File: config.mk
export PLATFORM = sky130hd
export DESIGN_NAME = fetch_stage
export DESIGN_NICKNAME = d
export VERILOG_FILES = /design/src/rtl/riscv_pkg.sv /design/src/rtl/pc_reg.sv /design/src/rtl/fetch_stage.sv
export SDC_FILE = /design/constraint.sdc
export NUM_CORES = 1
export LEC_CHECK = 0
export ABC_CLOCK_PERIOD_IN_PS = 4500
export CAP_MARGIN = 20
export CORE_ASPECT_RATIO = 1.2
export CORE_MARGIN = 4
export CORE_UTILIZATION = 49
export DETAILED_ROUTE_END_ITERATION = 16
export HOLD_SLACK_MARGIN = 0.05
export PLACE_DENSITY = 0.9
export SYNTH_ARGS = -nofsm -noshare
export SYNTH_HDL_FRONTEND = slang
export SYNTH_SLANG_ARGS = --single-unit
File: constraint.sdc
create_clock -name CLK -period 4.5 [get_ports CLK]
set_input_delay 0.9 -clock CLK [delete_from_list [all_inputs] [get_ports CLK]]
set_output_delay 0.9 -clock CLK [all_outputs]
set_load 0.01 [all_outputs]
File: src/rtl/riscv_pkg.sv
// Shared RISC-V core definitions.
// Holds the IF/ID bundle used between the fetch and decode stages.
package riscv_pkg;
  localparam int XLEN = 32;
  localparam logic [XLEN-1:0] NOP_INST = 32'h0000_0013;
  localparam logic [XLEN-1:0] RESET_PC_DEFAULT = 32'h0000_0000;

  typedef struct packed {
    logic [XLEN-1:0] pc;
    logic [XLEN-1:0] pc4;
    logic [XLEN-1:0] inst;
    logic            valid;
  } if_id_t;
endpackage

File: src/rtl/pc_reg.sv
// Program counter register.
// Update priority: reset, redirect, stall, then increment.
module pc_reg
  import riscv_pkg::*;
#(
  parameter logic [XLEN-1:0] RESET_PC = RESET_PC_DEFAULT
) (
  input  logic            clk,
  input  logic            rst,
  input  logic            stall,
  input  logic            redirect,
  input  logic [XLEN-1:0] target,
  output logic [XLEN-1:0] pc
);

  always_ff @(posedge clk) begin
    priority case (1'b1)
      rst:      pc <= RESET_PC;
      redirect: pc <= target;
      stall:    pc <= pc;
      default:  pc <= pc + 32'd4;
    endcase
  end

endmodule

File: src/rtl/fetch_stage.sv
// Instruction fetch stage.
// Drives the imem word address and captures the IF/ID register.
module fetch_stage
  import riscv_pkg::*;
#(
  parameter logic [XLEN-1:0] RESET_PC = RESET_PC_DEFAULT,
  parameter int              IMEM_DEPTH = 256,
  parameter logic [XLEN-1:0] NOP = NOP_INST
) (
  input  logic            CLK,
  input  logic            RST,
  input  logic            Stall,
  input  logic            Redirect,
  input  logic [XLEN-1:0] Redirect_PC,
  input  logic [XLEN-1:0] Imem_Inst,
  output logic [XLEN-1:0] Imem_Addr,
  output logic [XLEN-1:0] IF_PC,
  output logic [XLEN-1:0] IF_PC4,
  output logic [XLEN-1:0] IF_Inst,
  output logic            IF_Valid,
  output logic            Misalign,
  output logic            Fetch_Fault
);

  localparam logic [XLEN-1:0] DEPTH = 32'(IMEM_DEPTH);

  logic [XLEN-1:0] pc;
  logic [XLEN-1:0] target;
  logic            oor;
  if_id_t          q;

  assign target = {Redirect_PC[31:2], 2'b00};

  pc_reg #(
    .RESET_PC(RESET_PC)
  ) u_pc (
    .clk     (CLK),
    .rst     (RST),
    .stall   (Stall),
    .redirect(Redirect),
    .target  (target),
    .pc      (pc)
  );

  // Depends on PC only, so no path from Stall/Redirect.
  assign Imem_Addr = {2'b00, pc[31:2]};
  assign oor = Imem_Addr >= DEPTH;

  always_ff @(posedge CLK) begin
    priority case (1'b1)
      RST: begin
        q           <= '{pc: '0, pc4: '0,
                         inst: NOP, valid: 1'b0};
        Misalign    <= 1'b0;
        Fetch_Fault <= 1'b0;
      end
      Redirect: begin
        q        <= '{pc: '0, pc4: '0,
                      inst: NOP, valid: 1'b0};
        Misalign <= |Redirect_PC[1:0];
      end
      Stall: begin
        Misalign <= 1'b0;
      end
      default: begin
        q.pc     <= pc;
        q.pc4    <= pc + 32'd4;
        q.inst   <= oor ? NOP : Imem_Inst;
        q.valid  <= ~oor;
        Misalign <= 1'b0;
        if (oor) Fetch_Fault <= 1'b1;
      end
    endcase
  end

  assign IF_PC    = q.pc;
  assign IF_PC4   = q.pc4;
  assign IF_Inst  = q.inst;
  assign IF_Valid = q.valid;

endmodule

==> results of run 1 <==
-- critical path: stages --
cell and delay [ns]:
sky130_fd_sc_hd__clkdlybuf4s50_1 0.46, sky130_fd_sc_hd__buf_4 0.36, sky130_fd_sc_hd__or2_2 0.83, sky130_fd_sc_hd__buf_4 0.45, sky130_fd_sc_hd__a211oi_1 0.08
-- Yosys cell counts, drive strengths merged (17+ instances only) --
cell type,n
dfxtp,125
a21oi,81
nor2,73
nand2,53
nand3,50
clkbuf,38
mux2i,38
buf,33
xnor2,28
xor2,26
inv,25
o21ai,25
o21a,17
-- cell families (layout without fill, tap and decap cells) --
group | count (synthesis) | after routing | share of synthesized area [%]
AO/OA/AOI/OAI | 128 | 128 | 12.4
adder cells (fa/ha/maj) | 2 | 2 | 0.436
XOR/XNOR | 54 | 54 | 8.24
other | 1 | 6 | 0.0653
flip-flops | 125 | 125 | 43.6
AND/OR/NAND/NOR | 233 | 233 | 20.8
buffers and inverters | 96 | 256 | 7.89
multiplexers | 38 | 38 | 6.63
-- report_power, final --
part	switching, mW	internal, mW	total (mW)
sequential	0.0568	1.14	1.20
combinational	0.137	0.165	0.302
clock	0.484	1.06	1.54
total	0.678	2.36	3.04
-- metal layers --
metal / vias up / GRT usage [%] / wire, um
li1: 2576 / - / -
met1: 2465 / 30.6 / 6810
met2: 234 / 41.7 / 8100
met3: 38 / 7.23 / 1180
met4: 0 / 8.73 / 418
met5: - / 0 / 0
-- final cells by class --
class	count	area, sq um
fill	850	3270
sequential	125	2500
multi-input combinational	461	2800
clock buffer	23	498
inverter	25	93.8
tap	157	196
timing repair buffer	199	1970
clock inverter	9	180
-- final timing paths --
check	from	to	slack [ns]
worst max register to register	u_pc.pc[2]	u_pc.pc[30]	2.06
worst min register to register	Fetch_Fault	Fetch_Fault	0.45
worst max-delay path	RST	IF_PC4[7]	1.67
worst min-delay path	Fetch_Fault	Fetch_Fault	0.45
==> results.txt, run 1 <==
The flow ran to the end, and the final reports show no timing, DRC or antenna violations. The maximum achievable frequency is 353 MHz. The wire-length estimate of the detail-placed layout is 11.0 mm.

The number of hold buffers added after CTS is 0. After global routing the overflow that remains totals 0. The final antenna-violating net count came out at 0. The count of endpoints failing hold in the final timing report is 0. The number of primary I/O pins is 199. The finished cells cover 8240 sq um.

The register with the most flip-flops in the layout has 32 of them. The total negative slack is 0 ns. The period utilization is 63.0%. The maximum buffer depth of the clock tree came out at 2. VDD sags by at most 226 uV. Counting every sink on the clock net gives 125. The die covers 13500 sq um. The row count is 43. The most frequent standard cell in the layout excluding fill and tap cells is sky130_fd_sc_hd__clkdlybuf4s50_1.

The placer's final routability congestion estimate is 0.829. The final layout contains routed wiring with a total length of 16.5 mm. The data arrival time of the worst path is 3.09 ns. The number of nets at the end of the flow is 899. The post-layout total power is 3.04 mW. The later pin in the worst-skew pair is clocked with a latency of 0.42 ns. Post-CTS timing repair inserted 0 buffers for setup.

The H-tree was split into 4 levels. The first global-routing pass estimated 27.1 mm of wire. The clock tree skew after final layout came out at 0.0111 ns.

The floorplan step set the die height to 127 um. The unique cell type count in the Yosys netlist is 46. The post-detailed-route wirelength per cell came out at 16.5 um. The count of flip-flops with a built-in enable after synthesis is 0.

In this run the cell area measured after placement is 7560 sq um. The tree is rooted in a sky130_fd_sc_hd__clkbuf_16. The number of cells in the design after placement is 967. The top cell types in the final layout, fill and taps aside, are 190 x sky130_fd_sc_hd__clkdlybuf4s50_1, 125 x sky130_fd_sc_hd__dfxtp_1, 77 x sky130_fd_sc_hd__a21oi_1. At the end of the flow the core is filled with cells to 71.6%.

Dividing total power by cell area gives a power density of 369 nW/um^2. By area the synthesized netlist is led by sky130_fd_sc_hd__dfxtp_1 44%, sky130_fd_sc_hd__a21oi_1 6.7%, sky130_fd_sc_hd__mux2i_1 6.6%. The final setup violation count came out at 0. The worst setup path category is in -> reg. In the routed design, unresolved DRC markers number 0. The post-synthesis instance area came out at 5740 sq um. The number of clock buffers inserted by TritonCTS is 17. The top fanout value on the critical path came out at 46. The cell count of the worst reg-to-reg path is 6. The predominant post-synthesis flop cell is sky130_fd_sc_hd__dfxtp_1.

The number of global-route vias before repair is 5351. The total global-route track usage is 24.9%. Prior to clock tree synthesis, the placed netlist has a worst setup slack of 1.25 ns. The initial antenna violation count came out at 0.

Of all cell types, the one taking the most synthesized area is sky130_fd_sc_hd__dfxtp_1. At the pin with the least slew margin, the transition time is 0.961 ns. The finished layout holds 999 standard cells, fillers aside. The number of storage elements in the synthesis netlist is 125. The launching element type of the critical path is an input pin.

The number of slew-limit violations in the final report came out at 0. The detailed-routing iteration count for the pre-antenna-repair pass is 5. TritonCTS built the clock tree. Across all layers, the routed design uses 5313 vias. The number of instances in the synthesized netlist came out at 677. Once the floorplan was initialized, standard cells occupied 49.8% of the core. For this run, the register share of the synthesized area comes to 43.6%. Setup repair after global routing left no endpoint under its margin. The horizontal die dimension is 107 um. Relative to the synthesized area, the layout overhead comes to 43.6%. The proportion of synthesized flip-flops having asynchronous set or reset is 0%.

The number of antenna diodes in the final layout is 0. The reported leakage power is 3.00 nW. The floorplan step defined a core boundary enclosing 11500 sq um.

The cell count of the worst hold path is 2. Max-cap violations in this run came to 0. Cells with a size suffix above 1 make up 7.36% of the layout. The shortest clock period the worst path allows after layout is 2.83 ns. The smallest setup slack after layout is 1.67 ns. Entering global routing, the biggest net connects 58 pins.

The via count normalized by instance count came out at 5.32. The number of instances resized during post-cts repair is 0. The clock transition at the registers of the reported paths is 0.06 ns.

For the worst setup path, the data required time is 4.75 ns. The top cell type's share of synthesized area is 43.6%. During placement, the flow inserted port buffers numbering 192. The worst setup path is captured at a flop. The yosys synthesis warning count came out at 0. The number of design-rule violations left by the first detailed-router iteration came out at 399.

The worst-case headroom to the max-slew limit came out at 35.9%. The worst hold-check slack is 0.454 ns. The synthesized area per cell is 8.48 sq um.

The class of the tightest hold or removal check is reg -> reg.
No activity file was read; power rests on OpenSTA's default activity.
==> run 2: changes to the inputs <==
ABC_CLOCK_PERIOD_IN_PS = 2410   (was 4500)
CORE_UTILIZATION = 41   (was 49)
PLACE_DENSITY = 0.81   (was 0.9)
clock period = 2.41 ns   (was 4.5 ns; I/O delays follow)
==> run 2 against run 1 <==
Die area increased by 18%. Via count decreased by 0.24%. Clock power increased by 81%. Core utilization decreased by 10 points. Design area increased by 2.5%. Clock skew decreased by 0.00098 ns. Flip-flop and latch count unchanged.
==> results.txt, run 2 (synthesized netlist as in run 1, its figures left out) <==
The final antenna-violating net count came out at 0. The pin count of the biggest net entering global routing is 45. Summed over all cells, the static leakage comes to 3.12 nW. The multi-input gate area in the final layout came out at 2800 sq um.

The count of max-cap constraint violations came out at 0. The die outline height is 138 um. STA puts the critical path data arrival time at 1.66 ns. The number of clock buffers inserted by TritonCTS came out at 17. The final routed DRC violation total came out at 0. The clock latency at the later pin of the worst-skew pair is 0.42 ns. The die outline area is 16000 sq um.

The initial antenna violation count came out at 0. The count of inserted antenna diode cells is 0. The critical path goes through clkdlybuf4s50_1. The data required time of the critical path came out at 1.93 ns. The post-detailed-route wirelength per cell is 15.8 um. Setup repair after global routing left no endpoint under its margin.

CTS placed an instance of sky130_fd_sc_hd__clkbuf_16 at the clock tree root. The final setup violation count is 0. The cell family contributing the most delay on the critical path is buffers and inverters.

The library cells used most frequently in the layout, excluding fill and tap cells, are 190 x sky130_fd_sc_hd__clkdlybuf4s50_1, 125 x sky130_fd_sc_hd__dfxtp_1, 77 x sky130_fd_sc_hd__a21oi_1. In this design, the stage delay of the slowest critical-path cell is 0.64 ns. The worst-case headroom to the max-slew limit is 63.9%. The signed area change from the synthesized netlist to the final layout came out at 47.2%. The post-route netlist has 9.72% of its cells at a drive strength greater than 1.

The met3 layer usage reported by global route came out at 6.20%. The number of instances resized during post-cts repair is 0. TritonCTS built the clock tree. Along the worst path, the maximum fanout reaches 11. The number of design-rule violations left by the first detailed-router iteration came out at 343. Registers take 2500 sq um. The flow ran to the end, and the final reports show no timing, DRC or antenna violations.

The CTS sink count came out at 125. The number of global-route vias before repair is 5253. Cells fill 61.4% of the core in the end. The maximum achievable frequency is 467 MHz. In the global route stage, met1 resource usage came out at 24.7%. Among all stages on the critical path, the largest delay is contributed by sky130_fd_sc_hd__clkdlybuf4s50_1. The placer's final routability congestion estimate is 0.837. The count of endpoints failing hold in the final timing report came out at 0. The power density over the cells is 665 nW/um^2. In the finished design, the share of the clock period the worst path needs comes to 88.9%.

The number of hold buffers added after CTS is 0. In this run the most used layer during global routing was met2. The number of fill cells is 1172.

The worst setup path is captured at an output port. The final routed wirelength across all metal layers came out at 16.4 mm. Counting along the longest clock path gives a buffer depth of 2.

After layout, the minimum clock period comes to 2.14 ns. For the final routed database, the setup TNS stands at 0 ns. Leaving out fill and tap cells, the most frequent cell in the layout is sky130_fd_sc_hd__clkdlybuf4s50_1. The transition at the pin with the smallest max-transition slack is 0.537 ns. The first-pass GRT wire length is 26.1 mm. The starting density of the core is 41.7%. The number of flip-flops under the largest register name is 32.

The number of primary I/O pins came out at 199. The HPWL after detailed placement is 11.7 mm. The number of buffers added for setup after CTS came out at 0. The horizontal die dimension is 116 um. The total via count after detailed routing came out at 5300. The first TritonRoute pass finished after 5 iterations.

The via count normalized by instance count came out at 5.12. For this run, the post-layout net count is 921. The met2 demand-to-capacity share in global routing came out at 34.2%.

The worst setup path is of the reg -> out kind. The H-tree was split into 4 levels. The count of buffers inserted at the top-level ports is 192. The total global-route track usage came out at 20.8%.

The initialized floorplan defines 47 standard-cell rows. The number of buffer and inverter stages on the critical path is 1. On the final layout, the worst clock skew is 0.0102 ns. The worst setup path is launched from a flop.

VDD sags by at most 427 uV. The class of the tightest hold or removal check is reg -> reg. The number of slew-limit violations in the final report is 0. The placeable core region came out at 13800 sq um. The total congestion overflow after global routing is 0. The clock transition at the registers of the reported paths is 0.06 ns.
==> run 2: cell types whose count changed in the layout (fill, tap and decap cells not counted) <==
cell / change
sky130_fd_sc_hd__buf_4: +18
sky130_fd_sc_hd__buf_12: +4
sky130_fd_sc_hd__bufinv_16: -1
sky130_fd_sc_hd__clkinv_2: +1
sky130_fd_sc_hd__clkinv_4: +1
sky130_fd_sc_hd__clkinvlp_4: -1
==> run 2: path summary, 6_finish.rpt <==
| path | start | slack [ns] | cells past startpoint | to |
|---|---|---|---|---|
| worst max register to register | u_pc.pc[2] | 0.41 | 6 | u_pc.pc[16] |
| worst min register to register | Fetch_Fault | 0.45 | 2 | Fetch_Fault |
| worst max-delay path | u_pc.pc[18] | 0.27 | 1 | Imem_Addr[16] |
| worst min-delay path | Fetch_Fault | 0.45 | 2 | Fetch_Fault |
==> run 2: area by class of cell <==
class / count / share of cell area, %
well taps: 171 / 2.53
repair buffers: 221 / 25.8
inverters: 25 / 1.11
multi-input cells: 461 / 33.2
clock inverters: 9 / 1.85
flip-flops and latches: 125 / 29.6
clock buffers: 23 / 5.89
==> run 2: power by group <==
group | internal, mW | switching, mW | leakage [nW]
clock | 1.87 | 0.921 | 0.312
sequential | 2.13 | 0.0777 | 1.02
combinational | 0.336 | 0.285 | 1.79
==> run 2: worst reg2reg max path: stages, from the launching register on <==
cell and delay (ns):
sky130_fd_sc_hd__dfxtp_1 0.33, sky130_fd_sc_hd__ha_1 0.22, sky130_fd_sc_hd__nand3_1 0.33, sky130_fd_sc_hd__or3_1 0.54, sky130_fd_sc_hd__nor3_1 0.20, sky130_fd_sc_hd__xor2_1 0.09
sky130_fd_sc_hd__o21a_1 0.19
==> run 2: per-layer routing <==
layer / vias to the layer above / share of wire (%) / wire length [um]
met3: 38 / 7.0 / 1150
met4: 0 / 2.8 / 456
met2: 194 / 49 / 7970
met1: 2443 / 42 / 6830
li1: 2625 / - / -
met5: - / 0 / 0
==> run 2: through the flow <==
step	total power [mW]	cells	area, sq um	worst slack (ns)	hold WS [ns]
after floorplan	2.56	682	5760	0.469	0.470
after global placement	2.87	1003	7790	0.500	0.436
after detailed placement	2.87	1003	7790	0.436	0.438
after CTS	5.68	1035	8450	0.252	0.447
after global routing	5.83	1035	8450	0.187	0.480
final	5.62	1035	8450	0.268	0.449
==> patch 1, RTL diff (settings of run 2) <==
Register the output `Fetch_Fault` once more, without a reset; this adds one clock of latency there. The other outputs are not delayed to match.
--- a/src/rtl/fetch_stage.sv
+++ b/src/rtl/fetch_stage.sv
@@ -23,6 +23,8 @@
 );
 
   localparam logic [XLEN-1:0] DEPTH = 32'(IMEM_DEPTH);
+
+  logic Fetch_Fault_s0;
 
   logic [XLEN-1:0] pc;
   logic [XLEN-1:0] target;
@@ -52,7 +54,7 @@
         q           <= '{pc: '0, pc4: '0,
                          inst: NOP, valid: 1'b0};
         Misalign    <= 1'b0;
-        Fetch_Fault <= 1'b0;
+        Fetch_Fault_s0 <= 1'b0;
       end
       Redirect: begin
         q        <= '{pc: '0, pc4: '0,
@@ -68,7 +70,7 @@
         q.inst   <= oor ? NOP : Imem_Inst;
         q.valid  <= ~oor;
         Misalign <= 1'b0;
-        if (oor) Fetch_Fault <= 1'b1;
+        if (oor) Fetch_Fault_s0 <= 1'b1;
       end
     endcase
   end
@@ -78,5 +80,9 @@
   assign IF_Inst  = q.inst;
   assign IF_Valid = q.valid;
 
+  always_ff @(posedge CLK) begin
+    Fetch_Fault <= Fetch_Fault_s0;
+  end
+
 endmodule
 
Function: changed (Yosys sat finds a counterexample within 4 cycles, from zero or initial values and one cycle with RST high).
==> patch 1 against run 2 <==
Synthesized area is 0.35% higher; via count hardly changed; routed wire length is 3.1% higher; design area is 0.19% higher; worst setup slack better by 0.055 ns; sequential cell count is 1 higher; power is 0.45% higher; fmax is 2.6% higher.
==> patch 1: results (changes against run 2) <==
* Status: complete, no violations
* Post-synth top cells: dfxtp_1 (126), a21oi_1 (77), nor2_1 (73)
* Total GRT Usage at 0.218 (+0.0101)
* Via/cell ratio at 5.10 (-0.31%)
* Leak at 0.00313 µW (+0.33%)
* Resized Gates After CTS at 0 (unchanged)
* Ranking of synthesized cells by area: dfxtp_1 (44%), a21oi_1 (6.7%), mux2i_1 (6.6%)
* Routed wire length on met2 at 8.53 mm (+7.1%)
* Worst Hold Depth at 0 (-2)
* Hold path start: Fetch_Fault_s0$_SDFFE_PP0P_
* GP Congestion at 0.832 (-0.65%)
* Worst Reg-to-Reg Cells at 6 (unchanged)
* Clk Tree Root Cell: clkbuf_16
* Sink of the worst hold path: Fetch_Fault$_DFF_P_
* Largest net degree at the start of global routing at 39 (-13%)
* Crit path arrival time at 1.60 ns (-0.06 ns)
* Max rail drop VDD at 0.000468 V (+9.6%)
* First-pass GRT wire length at 27.2 mm (+4.6%)
* Layout cell share with drive strength beyond 1 at 0.100 (+0.00301)
* CTS Buf Count at 17 (unchanged)
* ANT cells at 0 (unchanged)
* Worst slew margin at 0.582 (-0.0569)
* NumNets Final at 925 (+0.43%)
* Postcts setup bufs at 0 (unchanged)
* R2r setup slk at 0.35 ns (-0.06 ns)
* WL final at 16.9 mm (+3.1%)
* Filler cell count in the final layout at 1,164 (-0.68%)
* DRT iter0 DRCs at 248 (-28%)
* Met3 wire length at 1.17 mm (+1.3%)
* Met1 WL at 6.86 mm (+0.54%)
* Final Skew at 0.00961 ns (-0.000540 ns)
* Crit-path max FO at 6 (-5)
* WHS at 0.350 ns (-0.0999 ns)
* Post-DP HPWL at 12.0 mm (+3.0%)
* DRT Pass-1 Iters at 5 (unchanged)
* Vias in the first global route at 5,355 (+1.9%)
* Sequential area share after synthesis at 0.438 (+0.00196)
==> patch 1: metal layers <==
metal  vias up  track usage
li1       2630            -
met1      2437        0.260
met2       203        0.365
met3        34       0.0707
met4         0       0.0793
met5         -            0
==> patch 1: stage by stage <==
step	cells	setup WS, ns	cell area (µm²)
finish	1039	0.323	8470
CTS	1039	0.311	8470
global placement	1007	0.496	7810
floorplan	683	0.469	5780
detailed placement	1007	0.391	7810
global route	1039	0.198	8470
==> patch 1: critical path: stages (launching register included) <==
cell and delay, ns:
dfxtp_1 0.46, buf_4 0.19, clkdlybuf4s50_1 0.54
==> patch 1: final cells by class <==
class | instances | area share
clock inverters | 9 | 0.0183
repair buffers | 224 | 0.257
inverters | 25 | 0.0111
clock buffers | 23 | 0.0588
well taps | 171 | 0.0253
flip-flops and latches | 126 | 0.298
multi-input cells | 461 | 0.331
==> patch 1: logic make-up after synthesis <==
| kind of cell | count (synthesis) | synth area share |
|---|---|---|
| AOI/OAI and AO/OA | 128 | 0.123 |
| xor gates and xnor gates | 54 | 0.0821 |
| adders and majority gates | 2 | 0.00434 |
| buffers and inverters | 96 | 0.0786 |
| DFF | 126 | 0.438 |
| muxes | 38 | 0.0660 |
| other | 1 | 0.000651 |
| and+or+nand+nor | 233 | 0.207 |
==> patch 1: worst max path at each step <==
stage / start / to / slack [ns] / cells past startpoint
6_report: u_pc.pc[19]$_SDFFE_PP0P_ / Imem_Addr[17] / 0.32 / 2
2_1_floorplan: u_pc.pc[3]$_SDFFE_PP0P_ / u_pc.pc[16]$_SDFFE_PP0P_ / 0.47 / 6
4_1_cts: u_pc.pc[19]$_SDFFE_PP0P_ / Imem_Addr[17] / 0.31 / 2
3_3_place_gp: u_pc.pc[2]$_SDFFE_PP0P_ / u_pc.pc[16]$_SDFFE_PP0P_ / 0.50 / 6
5_1_grt: u_pc.pc[2]$_SDFFE_PP0P_ / IF_PC4[22]$_SDFFE_PP0N_ / 0.20 / 6
3_5_place_dp: u_pc.pc[2]$_SDFFE_PP0P_ / u_pc.pc[16]$_SDFFE_PP0P_ / 0.39 / 6
==> patch 1: power breakdown <==
part           total [µW]  internal (µW)  switching, µW
Sequential           2220           2150           69.6
Clock                2790           1870            923
Combinational         635            336            298
Total                5640           4350           1290
==> patch 2, RTL diff (config.mk and constraints of run 2) <==
Made on the original files. Set the parameter `IMEM_DEPTH` to 128 (it was 256).
--- a/src/rtl/fetch_stage.sv
+++ b/src/rtl/fetch_stage.sv
@@ -4,7 +4,7 @@
   import riscv_pkg::*;
 #(
   parameter logic [XLEN-1:0] RESET_PC = RESET_PC_DEFAULT,
-  parameter int              IMEM_DEPTH = 256,
+  parameter int              IMEM_DEPTH = 128,
   parameter logic [XLEN-1:0] NOP = NOP_INST
 ) (
   input  logic            CLK,
Behaviour: not the same (a bounded check fails within 4 cycles, from zero or initial values and one cycle with RST high).
==> patch 2 against run 2 <==
Register-to-register slack worse by 0.10 ns; routed wire length is 7.6% higher; synthesized cell count is 1.2% lower; clock skew is 0.0017 ns lower; sequential cell count stayed put; first-iteration DRC count is 9.3% higher; worst setup slack better by 0.042 ns; core utilization is 2.0 points higher; synthesized area is 3.2% lower; design area is 0.73% lower; non-clock buffer count is 12 higher; power is 0.31% higher; largest power group unchanged; highest routed layer unchanged.
==> patch 2: results (changes against run 2) <==
* Status: complete, no violations
* CP max stage delay at 0.59 ns (-0.05 ns)
* Vias in the first global route at 5,403 (+2.9%)
* GP Congestion at 0.883 (+5.5%)
* Via/cell ratio at 5.28 (+3.2%)
* R2r setup slk at 0.31 ns (-0.10 ns)
* Met2 Use GR at 0.385 (+0.0434)
* Sw frac at 0.228 (about the same)
* Crit path arrival time at 2.44 ns (+0.78 ns)
* Final Skew at 0.00849 ns (-0.00166 ns)
* Tightest Pin Transition at 0.612 ns (+0.0756 ns)
* First-pass GRT wire length at 28.1 mm (+8.0%)
* Count of unique library cells instantiated by Yosys at 40 (-13%)
* M3 GR Usage at 0.0617 (-0.000289)
* Crit-path max FO at 6 (-5)
* Logic power comb at 639 µW (+3%)
* Post-DP HPWL at 12.4 mm (+6.4%)
* Largest net degree at the start of global routing at 53 (+18%)
* Sink of the worst hold path: IF_PC[16]$_SDFFE_PP0N_
* Sequential area share after synthesis at 0.450 (+0.0142)
* Hold path start: Stall
* Clk Tree Root Cell: clkbuf_16
* Capture point of the worst path: u_pc.pc[30]$_SDFFE_PP0P_
* NumNets Final at 927 (+0.65%)
* Net Switching at 1290 µW (+0.22%)
* Worst Setup SP: u_pc.pc[2]$_SDFFE_PP0P_
* Met1 GRT Util at 0.276 (+0.0289)
* Ranking of synthesized cells by area: dfxtp_1 (45%), mux2i_1 (6.5%), a21oi_1 (6.4%)
* Max rail drop VDD at 0.000435 V (+1.8%)
* Routed WL per cell at 17.0 µm (+7.3%)
* DRT iter0 DRCs at 375 (+9.3%)
* Filler cell count in the final layout at 1,120 (-4.4%)
* Post-synthesis async set-or-reset flop share at 0 (unchanged)
* CP max stage cell: or4_4
* Clock-pin slew on the worst setup and hold paths at 0.06 ns (about the same)
* Worst Hold Depth at 3 (+1)
* Total GRT Usage at 0.231 (+0.0228)
* Layout cell share with drive strength beyond 1 at 0.0966 (-0.000670)
* Post-synth top cells: dfxtp_1 (125), nor2_1 (83), a21oi_1 (71)
* Leak at 0.00307 µW (-1.8%)
* CP delay by family, top: simple AND/OR/NAND/NOR gates
* Postcts setup bufs at 0 (unchanged)
* Sequential Power Share at 0.389 (-0.004)
* Worst hold-check path type: input pin to register
* Clk buf depth at 2 (unchanged)
* Resized Gates After CTS at 0 (unchanged)
## patch 2: cell types whose count changed in the layout (fill, tap and decap cells not counted), sizes merged, moves of 4 or more
| cell | delta |
|---|---|
| or3 | +4 |
| inv | -14 |
| buf | +11 |
| a211oi | +10 |
| o21a | -16 |
| nand2 | +9 |
| a21oi | -10 |
| xnor2 | -8 |
| nor2 | +10 |
| nor3b | -4 |
| nand3 | -4 |
| nor4 | +6 |
## patch 2: routing by layer
| layer | wire length [µm] | share of wire |
|---|---|---|
| met1 | 7060 | 0.40 |
| met2 | 8660 | 0.49 |
| met3 | 1450 | 0.082 |
| met4 | 476 | 0.027 |
| met5 | 0 | 0 |
## patch 2: stage by stage
step / cell area (µm²) / setup slack, ns / utilization / hold WS (ns) / instances
after global routing: 8390 / 0.153 / 0.634 / 0.459 / 1038
after floorplan: 5580 / 0.397 / - / 0.470 / 674
after detailed placement: 7740 / 0.170 / 0.584 / 0.451 / 1006
final: 8390 / 0.310 / 0.634 / 0.455 / 1038
after global placement: 7740 / 0.184 / 0.584 / 0.446 / 1006
after CTS: 8390 / 0.297 / 0.634 / 0.429 / 1038
## patch 2: cell families after synthesis
kind of cell,synth area share
buffers and inverters,0.0621
muxes,0.0648
other,0.000675
and+or+nand+nor,0.222
xor gates and xnor gates,0.0756
AOI/OAI and AO/OA,0.120
DFF,0.450
adders and majority gates,0.00450
## patch 2: area by class of cell
class / instances / area share
Inverter: 11 / 0.00492
Clock buffer: 22 / 0.0553
Timing Repair Buffer: 233 / 0.268
Tap cell: 168 / 0.0251
Multi-Input combinational cell: 469 / 0.326
Sequential cell: 125 / 0.298
Clock inverter: 10 / 0.0222
